===== config.mk =====
export PLATFORM = sky130hd
export DESIGN_NAME = serial_word_compare
export DESIGN_NICKNAME = d
export VERILOG_FILES = /design/src/rtl/serial_word_compare.sv
export SDC_FILE = /design/constraint.sdc
export NUM_CORES = 1
export LEC_CHECK = 0
export BUFFER_PORTS_ARGS = -buffer_cell sky130_fd_sc_hd__buf_2
export CORE_ASPECT_RATIO = 1.2
export CORE_UTILIZATION = 39
export CTS_BUF_LIST = sky130_fd_sc_hd__clkbuf_8
export DETAILED_ROUTE_END_ITERATION = 7
export GPL_TIMING_DRIVEN = 0
export SLEW_MARGIN = 20
export SYNTH_ARGS = -nofsm -noshare
export SYNTH_HDL_FRONTEND = slang
export SYNTH_SLANG_ARGS = --single-unit

===== constraint.sdc =====
create_clock -name clk -period 3.3 [get_ports clk]
set_input_delay 0.495 -clock clk [delete_from_list [all_inputs] [get_ports clk]]
set_output_delay 0.495 -clock clk [all_outputs]
set_load 0.03 [all_outputs]

===== src/rtl/serial_word_compare.sv =====
// rtl/serial_word_compare.sv - bit-serial MSB-first word comparator with first-mismatch index.
// Optional macro MAG_COMPARE_EN adds unsigned gt/lt capture at the first mismatch.
module serial_word_compare #(
    parameter  int WIDTH = 6,
    localparam int IDX_W = $clog2(WIDTH)
) (
    input  logic             clk,
    input  logic             reset,
    input  logic             in_valid,
    output logic             in_ready,
    input  logic [WIDTH-1:0] a,
    input  logic [WIDTH-1:0] b,
    output logic             res_valid,
    input  logic             res_ready,
    output logic             diff,
    output logic [IDX_W-1:0] first_idx,
    output logic             gt,
    output logic             lt
);

    typedef enum logic [1:0] {
        IDLE = 2'd0,
        SCAN = 2'd1,
        DONE = 2'd2
    } state_t;

    state_t           state;
    logic [WIDTH-1:0] sa;
    logic [WIDTH-1:0] sb;
    logic [IDX_W-1:0] cnt;
    logic             m;

    // Single-bit datapath: only the current MSB of each shift register is compared.
    assign m = sa[WIDTH-1] ^ sb[WIDTH-1];

    always_ff @(posedge clk) begin
        if (reset) begin
            state     <= IDLE;
            sa        <= '0;
            sb        <= '0;
            cnt       <= '0;
            in_ready  <= 1'b1;
            res_valid <= 1'b0;
            diff      <= 1'b0;
            first_idx <= '0;
        end else begin
            case (state)
                IDLE: begin
                    if (in_valid) begin
                        sa        <= a;
                        sb        <= b;
                        cnt       <= IDX_W'(WIDTH - 1);
                        diff      <= 1'b0;
                        first_idx <= '0;
                        in_ready  <= 1'b0;
                        state     <= SCAN;
                    end
                end
                SCAN: begin
                    // The first mismatch wins; later ones are ignored.
                    if (m && !diff) begin
                        diff      <= 1'b1;
                        first_idx <= cnt;
                    end
                    sa  <= sa << 1;
                    sb  <= sb << 1;
                    cnt <= cnt - IDX_W'(1);
                    if (cnt == '0) begin
                        res_valid <= 1'b1;
                        state     <= DONE;
                    end
                end
                DONE: begin
                    if (res_ready) begin
                        res_valid <= 1'b0;
                        in_ready  <= 1'b1;
                        state     <= IDLE;
                    end
                end
                default: begin
                    res_valid <= 1'b0;
                    in_ready  <= 1'b1;
                    state     <= IDLE;
                end
            endcase
        end
    end

`ifdef MAG_COMPARE_EN
    // At the first differing bit, whichever operand holds the 1 is the larger one.
    always_ff @(posedge clk) begin
        if (reset) begin
            gt <= 1'b0;
            lt <= 1'b0;
        end else if (state == IDLE && in_valid) begin
            gt <= 1'b0;
            lt <= 1'b0;
        end else if (state == SCAN && m && !diff) begin
            gt <= sa[WIDTH-1];
            lt <= sb[WIDTH-1];
        end
    end
`else
    assign gt = 1'b0;
    assign lt = 1'b0;
`endif

endmodule


Word level (Yosys, flattened, before mapping)
Cells that the tools add are included.

Add/sub/neg operators: 1. Bitwise logic cells: 3. Equal/unequal tests: 6. Muxes and demuxes: 21. Reductions and logical operators: 10.

Operators with widths (number): one-hot mux 6 bit (2 select lines) (2); two-way mux 6 bit (2); one-hot mux 3 bit (2 select lines) (2); AND reduction 3 bit (4); two-way mux 3 bit (3); != test 2 bit (second input constant) (4); two-way mux 2 bit (3); one-hot mux 1 bit (3 select lines) (2); one-hot mux 2 bit (3 select lines) (1); two-way mux 1 bit (5); logical NOT 3 bit (1); subtractor 3 x 1 -> 3 bit (second input constant) (1); equality test 2 x 1 -> 1 bit (second input constant) (1); equality test 2 bit (second input constant) (1); logical NOT 2 bit (1); NOT 1 bit (2); one-hot mux 1 bit (2 select lines) (1); AND reduction 2 bit (1); nonzero test 2 bit (1); logical AND 1 bit (1); logical NOT 1 bit (1); XOR 1 bit (1).

Input bits: 16. Bits in registers: 23. Word-level logic and storage cells: 49. Output and inout port bits: 8.

Longest topological paths before layout
Depth in word-level cells: 4. Gate-level depth with buffers: 6. Depth with buffers taken out: 6.

Worst setup path before layout
Ideal clock, no wire load.

Path type: in2reg. From: input in_valid. To: register first_idx[1]. Path buffers: 0. Arrival time: 1.186 ns. Setup slack: 1.981 ns. Library setup time: 0.133 ns. Cell stages on the path: 3. Required time: 3.167 ns. Cells stage by stage: or3b_2 -> o311ai_0 -> a21oi_1.

Word-level cells in the longest chain between the ends: 2.

Ends and longest elaborated chain: start: declaration (RTL line 9) `input logic in_valid,`; != test 2 bit (no line); AND reduction 3 bit (no line); end signal: assignment (RTL line 63) `first_idx <= cnt;`; end: declaration (RTL line 16) `output logic [IDX_W-1:0] first_idx,`.

Every way passes these cells. A chain may end at the register's enable or synchronous reset.

Worst setup path in the final report
From: register diff. To: output diff.

RTL lines: start: declaration (RTL line 15) `output logic diff,`; start signal: assignment (RTL line 44) `diff <= 1'b0;`; start signal: assignment (RTL line 53) `diff <= 1'b0;`; start signal: assignment (RTL line 62) `diff <= 1'b1;`.

No word-level cell between the ends.

==> run_results.csv <==
group,metric,value,unit
status,run_status,"finished, final reports clean",
synth,synth_top_area_cell,"dfxtp_1",
die,dieArea,2904,um^2
routing,top_layer,"met4",
pwr,pwr-share-clk,0.259,
global_routing,grt_pass1_vias,860,
synth,postSynthCellCount,122,
setup_path,cp-start-kind,"register",
final_layout,drive_gt1_frac,0.2500,
die,io_pins,24,
synth,synthTopCellsByArea,"dfxtp_1 (44%), a21oi_1 (8.1%), a211oi_1 (6.4%)",
pwr,power_leakage,0.5391,nW
clock_network,htree_levels,1,
synth,ys_seq_area_frac,0.4386,
pwr,switchingPower,0.1996,mW
routing,drc,0,
synth,synth_most_common_cell,"dfxtp_1",
synth,synthesis.area,1050,um^2
routing,wirelength_met1,997,um
routing,drtPass1Iterations,4,
final_layout,fin_cells,181,
global_routing,antenna_found_initial,0,
setup_path,r2r.worst_path.cells,5,
clock_network,clock_sinks,23,
routing,wl,2165,um
setup_path,reg2reg_to,"sa[5]",
pwr,combPwrFrac,0.252,
synth,synth_flop_cell,"dfxtp_1",
clock_network,cts_hold_buf,0,
setup_path,rrSetupSlack,1.86,ns
final_layout,final_nets,167,
setup_path,end_kind,"primary output",
pwr,total_power,0.6599,mW
sta,rsz0062_at_grt,"false",
sta,final_max_slew_viol_count,0,
routing,wl_per_cell,11.96,um
synth,ys_seq_elements,23,
global_routing,grt_start_max_net_pins,13,
die,die_h,58.84,um
clock_network,clockBufferDepth,2,
die,start_util,0.4113,
clock_network,path_clk_slew,0.08,ns
routing,wl_met3,61,um
synth,ys_top_cells_by_count,"dfxtp_1 (23), a21oi_1 (17), nor2_1 (17), nand2_1 (12), a211oi_1 (9)",
pwr,peakVddDrop,0.2645,mV
min_path,hold-path-cell-count,2,
pwr,seq_power_share,0.489,
final_layout,area_growth,18.59,%
min_path,hold_start,"reset",
placed_design,place_congestion,0.7354,
global_routing,overflow,0,
synth,avgSynthCellArea,8.605,um^2
sta,min_period,1.443,ns
clock_network,cts_tree,"yes",
routing,wl_met2,1052,um
clock_network,cts_made_buffers,3,
pwr,powerDensity,530.0,nW/um^2
pwr,intPower,0.4602,mW
clock_network,clock_latency,0.26,ns
synth,yosys_warnings,0,
setup_path,cp_cell_sequence,"buf_2",
clock_network,post_cts_resized,0,
synth,synth_top_area_frac,0.4386,
min_path,min_path_type,"in -> reg",
sta,post-route-period-util,0.4372,
routing,ant_nets,0,
sta,fin_tns_setup,0,ns
synth,netlist-cell-type-count,30,
routing,viasPerCell,5.122,
die,coreArea,2552,um^2
placed_design,dp.cells,177,
setup_path,arrival,0.95,ns
die,rows,20,
setup_path,crit_path_top_delay_cell,"dfxtp_1",
sta,fin_worst_skew,0.002883,ns
synth,synth_edf_count,0,
setup_path,crit_family,"flip-flops",
global_routing,grt_pass1_wl,3767,um
sta,hold_viol,0,
flow_run,maxCapViolCount,0,
setup_path,worstPathBufferInverterCount,1,
setup_path,critical_path_class,"reg -> out",
setup_path,cp-startpoint,"diff",
synth,synth-async-reset-ratio,0,
setup_path,r2r_start,"state[0]",
final_layout,diodes,0,
sta,whs,0.4534,ns
setup_path,max_stage_delay,0.45,ns
routing,num_vias,927,
sta,setup_violations,0,
clock_network,root_buffer,"clkbuf_8",
placed_design,port_buffers,21,
setup_path,cp_max_fo,9,
global_routing,track_usage,0.1704,
pwr,p_sw_frac,0.3026,
clock_network,postCtsSetupBuffers,0,
min_path,holdPathEnd,"sa[4]",
routing,drtIter0Drc,15,
placed_design,hpwlAfterDp,1560,um
die,chipWidth,49.36,um
setup_path,cp.required,2.80,ns
sta,fmax,0.6931,GHz
[power groups by stage]
stage	registers, mW	clock network [mW]	logic, mW
3_5_place_dp	0.330	0	0.167
5_1_grt	0.327	0.188	0.190
6_report	0.323	0.171	0.166
3_3_place_gp	0.328	0	0.163
2_1_floorplan	0.337	0	0.115
4_1_cts	0.323	0.177	0.168
[stage by stage]
stage / utilization / setup slack [ns] / area (um^2)
floorplan: - / 1.981 / 1054
global placement: 0.4701 / 1.775 / 1200
detailed placement: 0.4701 / 1.729 / 1200
CTS: 0.4877 / 1.839 / 1245
global route: 0.4877 / 1.702 / 1245
finish: 0.4877 / 1.857 / 1245
[how the worst max path moves through the flow]
stage	endpoint	slack (ns)	depth (start not counted)
final	diff	1.86	1
after global routing	sa[1]	1.70	5
after CTS	diff	1.84	1
after detailed placement	sa[5]	1.73	5
after global placement	sa[2]	1.78	5
after floorplan	first_idx[1]	1.98	3
[cell usage in the layout, fill, tap and decap left out, types with 2 or more instances in the layout]
master,n
a211oi_1,9
a21oi_1,17
a22oi_1,2
buf_2,26
buf_4,2
buf_6,2
clkbuf_1,2
clkbuf_8,3
conb_1,2
dfxtp_1,23
ha_1,2
inv_1,5
nand2_1,12
nor2_1,17
nor3b_1,2
o21bai_1,2
o311ai_0,3
or4_1,3
xnor2_1,2
[routing by layer]
metal  GRT usage  up-vias
met5           0        -
met4     0.09244        0
met3     0.02326        6
met2      0.2896       19
met1      0.2083      428
li1            -      474
[flip-flops by register name, indices dropped and copies added, names as in the netlist]
register,count
sa,6
sb,6
diff,1
first_idx,3
in_ready,1
res_valid,1
state,2
cnt,3
[final cells by class]
cell class | instances | area (um^2)
Inverter | 4 | 15.01
Timing Repair Buffer | 21 | 105.1
Sequential cell | 23 | 460.4
Clock buffer | 3 | 41.29
Buffer | 11 | 70.07
Multi-Input combinational cell | 85 | 508.0
Fill cell | 282 | 1308
Clock inverter | 1 | 3.754
Tap cell | 33 | 41.29
[cell families (layout without fill, tap and decap cells)]
logic type / count (synthesis) / after routing / share of synthesized area
buffers and inverters: 15 / 40 / 0.08104
other: 1 / 2 / 0.003572
AND/OR/NAND/NOR: 40 / 40 / 0.1859
AO/OA/AOI/OAI: 39 / 39 / 0.2503
adder cells (fa/ha/maj): 2 / 2 / 0.02383
flip-flops: 23 / 23 / 0.4386
XOR/XNOR: 2 / 2 / 0.01669
[worst reg2reg max path: stages, from the launching register on]
cell	delay [ns]
dfxtp_1	0.30
buf_2	0.18
o21bai_1	0.29
buf_2	0.29
a21oi_1	0.06
a211oi_1	0.23
Power figures use the tool's default switching activity.
